**config.mk**
```make
export PLATFORM = sky130hd
export DESIGN_NAME = pet_cpu_sequencer
export DESIGN_NICKNAME = d
export VERILOG_FILES = /design/src/rtl/pet_seq_pkg.sv /design/src/rtl/pet_clk_div.sv /design/src/rtl/pet_cpu_sequencer.sv
export SDC_FILE = /design/constraint.sdc
export NUM_CORES = 1
export LEC_CHECK = 0
export CORE_UTILIZATION = 30
export DETAILED_ROUTE_END_ITERATION = 10
export GPL_TIMING_DRIVEN = 0
export PLACE_DENSITY_LB_ADDON = 0.12
export SYNTH_ARGS = -nofsm -noshare
export SYNTH_HDL_FRONTEND = slang
export SYNTH_SLANG_ARGS = --single-unit
```
**constraint.sdc**
```tcl
create_clock -name clk -period 7.6 [get_ports clk]
set_input_delay 1.14 -clock clk [delete_from_list [all_inputs] [get_ports clk]]
set_output_delay 1.14 -clock clk [all_outputs]
set_load 0.02 [all_outputs]
```
**src/rtl/pet_seq_pkg.sv**
```systemverilog
// Shared types and helpers for the PET CPU cycle-enable sequencer.
package pet_seq_pkg;

  typedef enum logic [1:0] {
    RUN     = 2'd0,
    STOPPED = 2'd1,
    STEP    = 2'd2,
    GRANT   = 2'd3
  } seq_state_e;

  // Master clocks per CPU cycle at speed index spd; never below one.
  function automatic int unsigned div_for_speed(input int unsigned clk_div,
                                                input int unsigned spd);
    int unsigned d;
    d = (spd >= 32) ? 0 : (clk_div >> spd);
    return (d == 0) ? 1 : d;
  endfunction

endpackage

```
**src/rtl/pet_clk_div.sv**
```systemverilog
// Generic reloadable down-counter: load overrides, enable counts down and
// wraps to the load value at zero, neither holds. tc_o flags a zero count.
module pet_clk_div #(
  parameter int unsigned    W       = 4,
  parameter logic [W-1:0]   RST_VAL = '0
) (
  input  logic         clk_i,
  input  logic         rst_i,
  input  logic         load_i,
  input  logic [W-1:0] load_val_i,
  input  logic         en_i,
  output logic         tc_o
);

  logic [W-1:0] cnt_q, cnt_d;

  // Next count: explicit load wins, otherwise count down with auto-reload.
  always_comb begin
    cnt_d = cnt_q;
    if (load_i) begin
      cnt_d = load_val_i;
    end else if (en_i) begin
      cnt_d = (cnt_q == '0) ? load_val_i : cnt_q - W'(1);
    end
  end

  // Counter register.
  always_ff @(posedge clk_i or posedge rst_i) begin
    if (rst_i) cnt_q <= RST_VAL;
    else       cnt_q <= cnt_d;
  end

  assign tc_o = (cnt_q == '0);

endmodule

```
**src/rtl/pet_cpu_sequencer.sv**
```systemverilog
// CPU cycle-enable generator: selectable speed, stop/single-step, external
// bus grant for DMA and a free-running video slot enable.
module pet_cpu_sequencer
  import pet_seq_pkg::*;
#(
  parameter int unsigned CLK_DIV = 50,
  parameter int unsigned SPD_W   = 2,
  parameter int unsigned VID_DIV = 2,
  parameter int unsigned CNT_W   = 32
) (
  input  logic             clk,
  input  logic             reset,
  input  logic [SPD_W-1:0] clk_speed,
  input  logic             clk_stop,
  input  logic             step,
  input  logic             ext_req,
  output logic             ext_ack,
  output logic             cpu_en,
  output logic             vid_en,
  output logic             stopped,
  output logic [CNT_W-1:0] cycle_count
);

  localparam int unsigned DIV_W = (CLK_DIV > 1) ? $clog2(CLK_DIV) : 1;
  localparam int unsigned VID_W = (VID_DIV > 1) ? $clog2(VID_DIV) : 1;
  localparam logic [DIV_W-1:0] DIV_RST  = DIV_W'(div_for_speed(CLK_DIV, 0) - 1);
  localparam logic [VID_W-1:0] VID_LOAD = VID_W'(VID_DIV - 1);

  seq_state_e       state_q, state_d;
  logic             cpu_en_q, vid_en_q, ext_ack_q, stopped_q, step_q;
  logic [CNT_W-1:0] count_q, count_d;
  logic [DIV_W-1:0] reload_val;
  logic             div_tc, vid_tc, div_run, div_load, cpu_pulse, step_rise;

  // Reload value for the CPU divider, from the speed presented this clock.
  always_comb begin
    reload_val = DIV_W'(div_for_speed(CLK_DIV, 32'(clk_speed)) - 1);
  end

  assign step_rise = step && !step_q;

  // Sequencer next state and CPU pulse; ext_req outranks clk_stop outranks step.
  always_comb begin
    state_d   = state_q;
    cpu_pulse = 1'b0;
    unique case (state_q)
      RUN: begin
        if (ext_req) begin
          state_d = GRANT;
        end else begin
          cpu_pulse = div_tc;
          if (clk_stop) state_d = STOPPED;
        end
      end
      STOPPED: begin
        if (ext_req)        state_d = GRANT;
        else if (!clk_stop) state_d = RUN;
        else if (step_rise) state_d = STEP;
      end
      STEP: begin
        if (ext_req) begin
          state_d = GRANT;
        end else if (div_tc) begin
          cpu_pulse = 1'b1;
          state_d   = clk_stop ? STOPPED : RUN;
        end
      end
      GRANT: begin
        if (!ext_req) state_d = clk_stop ? STOPPED : RUN;
      end
      default: state_d = RUN;
    endcase
  end

  // The divider is parked at its reload value whenever it is not counting
  // now or will not be counting next, so every resume starts a full cycle.
  always_comb begin
    div_run  = (state_q == RUN) || (state_q == STEP);
    div_load = !div_run || !((state_d == RUN) || (state_d == STEP));
    count_d  = count_q + CNT_W'(cpu_pulse);
  end

  pet_clk_div #(
    .W       (DIV_W),
    .RST_VAL (DIV_RST)
  ) u_cpu_div (
    .clk_i      (clk),
    .rst_i      (reset),
    .load_i     (div_load),
    .load_val_i (reload_val),
    .en_i       (div_run),
    .tc_o       (div_tc)
  );

  pet_clk_div #(
    .W       (VID_W),
    .RST_VAL (VID_LOAD)
  ) u_vid_div (
    .clk_i      (clk),
    .rst_i      (reset),
    .load_i     (1'b0),
    .load_val_i (VID_LOAD),
    .en_i       (1'b1),
    .tc_o       (vid_tc)
  );

  // State and registered outputs.
  always_ff @(posedge clk or posedge reset) begin
    if (reset) begin
      state_q   <= RUN;
      cpu_en_q  <= 1'b0;
      vid_en_q  <= 1'b0;
      ext_ack_q <= 1'b0;
      stopped_q <= 1'b0;
      step_q    <= 1'b0;
      count_q   <= '0;
    end else begin
      state_q   <= state_d;
      cpu_en_q  <= cpu_pulse;
      vid_en_q  <= vid_tc;
      ext_ack_q <= (state_d == GRANT);
      stopped_q <= (state_d == STOPPED) || (state_d == STEP);
      step_q    <= step;
      count_q   <= count_d;
    end
  end

  assign cpu_en      = cpu_en_q;
  assign vid_en      = vid_en_q;
  assign ext_ack     = ext_ack_q;
  assign stopped     = stopped_q;
  assign cycle_count = count_q;

endmodule

```
==> flow_metrics.tcl <==
set metrics [dict create \
    regArea_um2 1160 \
    hold_viol 0 \
    hpwlAfterDp_mm 2.87 \
    area_growth_syn_to_layout_pct 30.3 \
    period_minus_slack_ns 3.52 \
    routed_wl_mm 3.93 \
    netlist_instances 182 \
    place_ws_ns 3.76 \
    final_cells 329 \
    cp_max_fo 10 \
    die_w_um 86.1 \
    n_fill_cell 679 \
    dp.cells 321 \
    gp_congestion 0.736 \
    tritoncts "yes" \
    gr-total-overflow 0 \
    diodes 0 \
    postCtsSetupBuffers 0 \
    cts_resized 0 \
    min_path_type "flop to flop" \
    cp-start-kind "input pin" \
    final_max_slew_viol_count 0 \
    core-area_um2 6830 \
    whs_ns 0.452 \
    cp.required_ns 7.78 \
    drc 0 \
    placed_cell_area_um2 2680 \
    max_freq_mhz 284 \
    drt_pass1_iterations 4 \
    htreeDepth 2 \
    final_core_util 0.405 \
    finalSetupTns_ns 0 \
    ioPinCount 43 \
    layout.nets 249 \
    ant_nets 0 \
    drt_iter0_drc 79 \
    vias 1439 \
    drv_cap 0 \
    yosysUniqueCellTypes 33 \
    power_mw 0.457 \
    p_per_area_nw_per_um2 165 \
    wire_per_inst_um 11.9 \
    final_cell_mix "dfrtp_1 (42), clkdlybuf4s50_1 (42), xnor2_1 (27)" \
    syn_area_um2 2120 \
    tightest_slew_ns 0.740 \
    drive_above_1_share 0.0815 \
    holdBufCountCts 0 \
    ir_worst_vdd_v 0.0000757 \
    grt_pass1_wl_mm 6.76 \
    finalSetupViolCount 0 \
    outcome "completed" \
    p_leak_nw 1.15 \
    synth_area_per_cell_um2 11.7 \
    grt_usage 0.118 \
    multi_input_area_um2 926 \
    routed_via_density 4.37 \
    numCtsBuffers 5 \
    rsz0062_at_grt "false" \
    cp_data_arrival_time_ns 3.70 \
    cts.sinks 46 \
    antenna_found_initial 0 \
    rows 30 \
    grt_pass1_vias 1434 \
    cts_max_path_buffers 2 \
    crit_type "input pin to flop" \
    skew_ns 0.00476 \
    die-area_um2 7420 \
    initial_core_util 0.311 \
    critPathCaptureType "flop" \
    fin_area_um2 2770 \
    post-route-period-util 0.463 \
    grt_start_max_net_pins 38 \
    seq_area_frac_synth 0.544 \
    yosys_warnings 0 \
    clockRootBuffer "clkbuf_8" \
    clk_latency_ns 0.30 \
    synth_seq_cells 46 \
    syn_nets 199 \
    worst_slack_ns 4.08 \
    relSlewSlack 0.502 \
    port_buffers 42 \
    die_h_um 86.1 \
    path_clk_slew_ns 0.08 \
]
[path summary, 6_finish.rpt]
path                                    start                 end  slack, ns  cells after the start
hold reg to reg               u_vid_div.cnt_q     u_vid_div.cnt_q       0.45                      1
setup / recovery                      ext_req     cycle_count[26]       4.08                      8
max in group asynchronous               reset  u_cpu_div.cnt_q[4]       5.99                      3
hold / removal                u_vid_div.cnt_q     u_vid_div.cnt_q       0.45                      1
min in group asynchronous               reset     cycle_count[29]       1.08                      2
setup reg to reg           u_cpu_div.cnt_q[1]     cycle_count[26]       4.34                     10
[layout make-up]
type,count,area share
clock inverters,1,0.00271
plain buffers,1,0.00136
flip-flops and latches,46,0.418
clock buffers,7,0.0276
well taps,96,0.0434
multi-input cells,125,0.335
inverters,10,0.0136
repair buffers,43,0.159
[sequential cells by signal (all words and copies together), names as in the netlist]
| signal | cells |
|---|---|
| cpu_en | 1 |
| cycle_count | 32 |
| ext_ack | 1 |
| state_q | 2 |
| step_q | 1 |
| stopped | 1 |
| u_cpu_div.cnt_q | 6 |
| u_vid_div.cnt_q | 1 |
| vid_en | 1 |
[power breakdown]
part           total (mW)  internal [mW]  leakage, nW  switching [mW]
clock               0.147         0.0652       0.0385          0.0819
sequential          0.264          0.255        0.599         0.00886
combinational      0.0462         0.0218        0.518          0.0244
[critical path, cell delays in order]
cell and delay, ns:
clkdlybuf4s50_1 0.46, nor4_1 0.54, ha_1 0.25, ha_1 0.17, nand3_1 0.22, nor4_4 0.54, nand4_1 0.20, xnor2_1 0.17
[synthesized netlist by cell type]
cell type	instances	area, µm²
nor3b_1	1	7.51
nor4_2	1	12.5
nor3_1	2	10.0
nor4_4	2	42.5
a21oi_1	2	10.0
or4b_4	1	13.8
inv_1	10	37.5
and3_1	3	18.8
nand2b_1	2	12.5
nand4_1	11	68.8
o22ai_1	1	6.26
a2bb2oi_1	1	8.76
o21ai_2	1	8.76
o211ai_2	1	12.5
nor4bb_1	1	10.0
nor2_1	9	33.8
nor4_1	1	6.26
or2b_1	1	7.51
a221oi_2	1	15.0
ha_1	10	125
clkbuf_1	1	3.75
and2_1	2	12.5
o21a_1	1	7.51
o2111a_1	1	11.3
xnor2_1	27	236
a21o_1	1	7.51
nand3_1	14	70.1
o21ai_0	3	15.0
dfrtp_1	42	1050
and4_1	3	26.3
xor2_1	6	52.6
nand2_1	15	56.3
dfstp_2	4	105
[per-layer routing]
| layer | share of wire | track usage |
|---|---|---|
| met3 | 0.039 | 0.0279 |
| met2 | 0.47 | 0.188 |
| met1 | 0.47 | 0.155 |
| met4 | 0.017 | 0.0455 |
| met5 | 0 | 0 |
[kinds of logic (layout without fill, tap and decap cells)]
| logic type | count (synthesis) | after routing | synth area share |
|---|---|---|---|
| simple gates | 69 | 69 | 0.193 |
| flops | 46 | 46 | 0.544 |
| xor+xnor | 33 | 33 | 0.136 |
| compound gates | 13 | 13 | 0.0483 |
| buf+inv | 11 | 62 | 0.0194 |
| fa+ha+maj | 10 | 10 | 0.0589 |
Note: power is estimated with default switching activity, not from simulation.
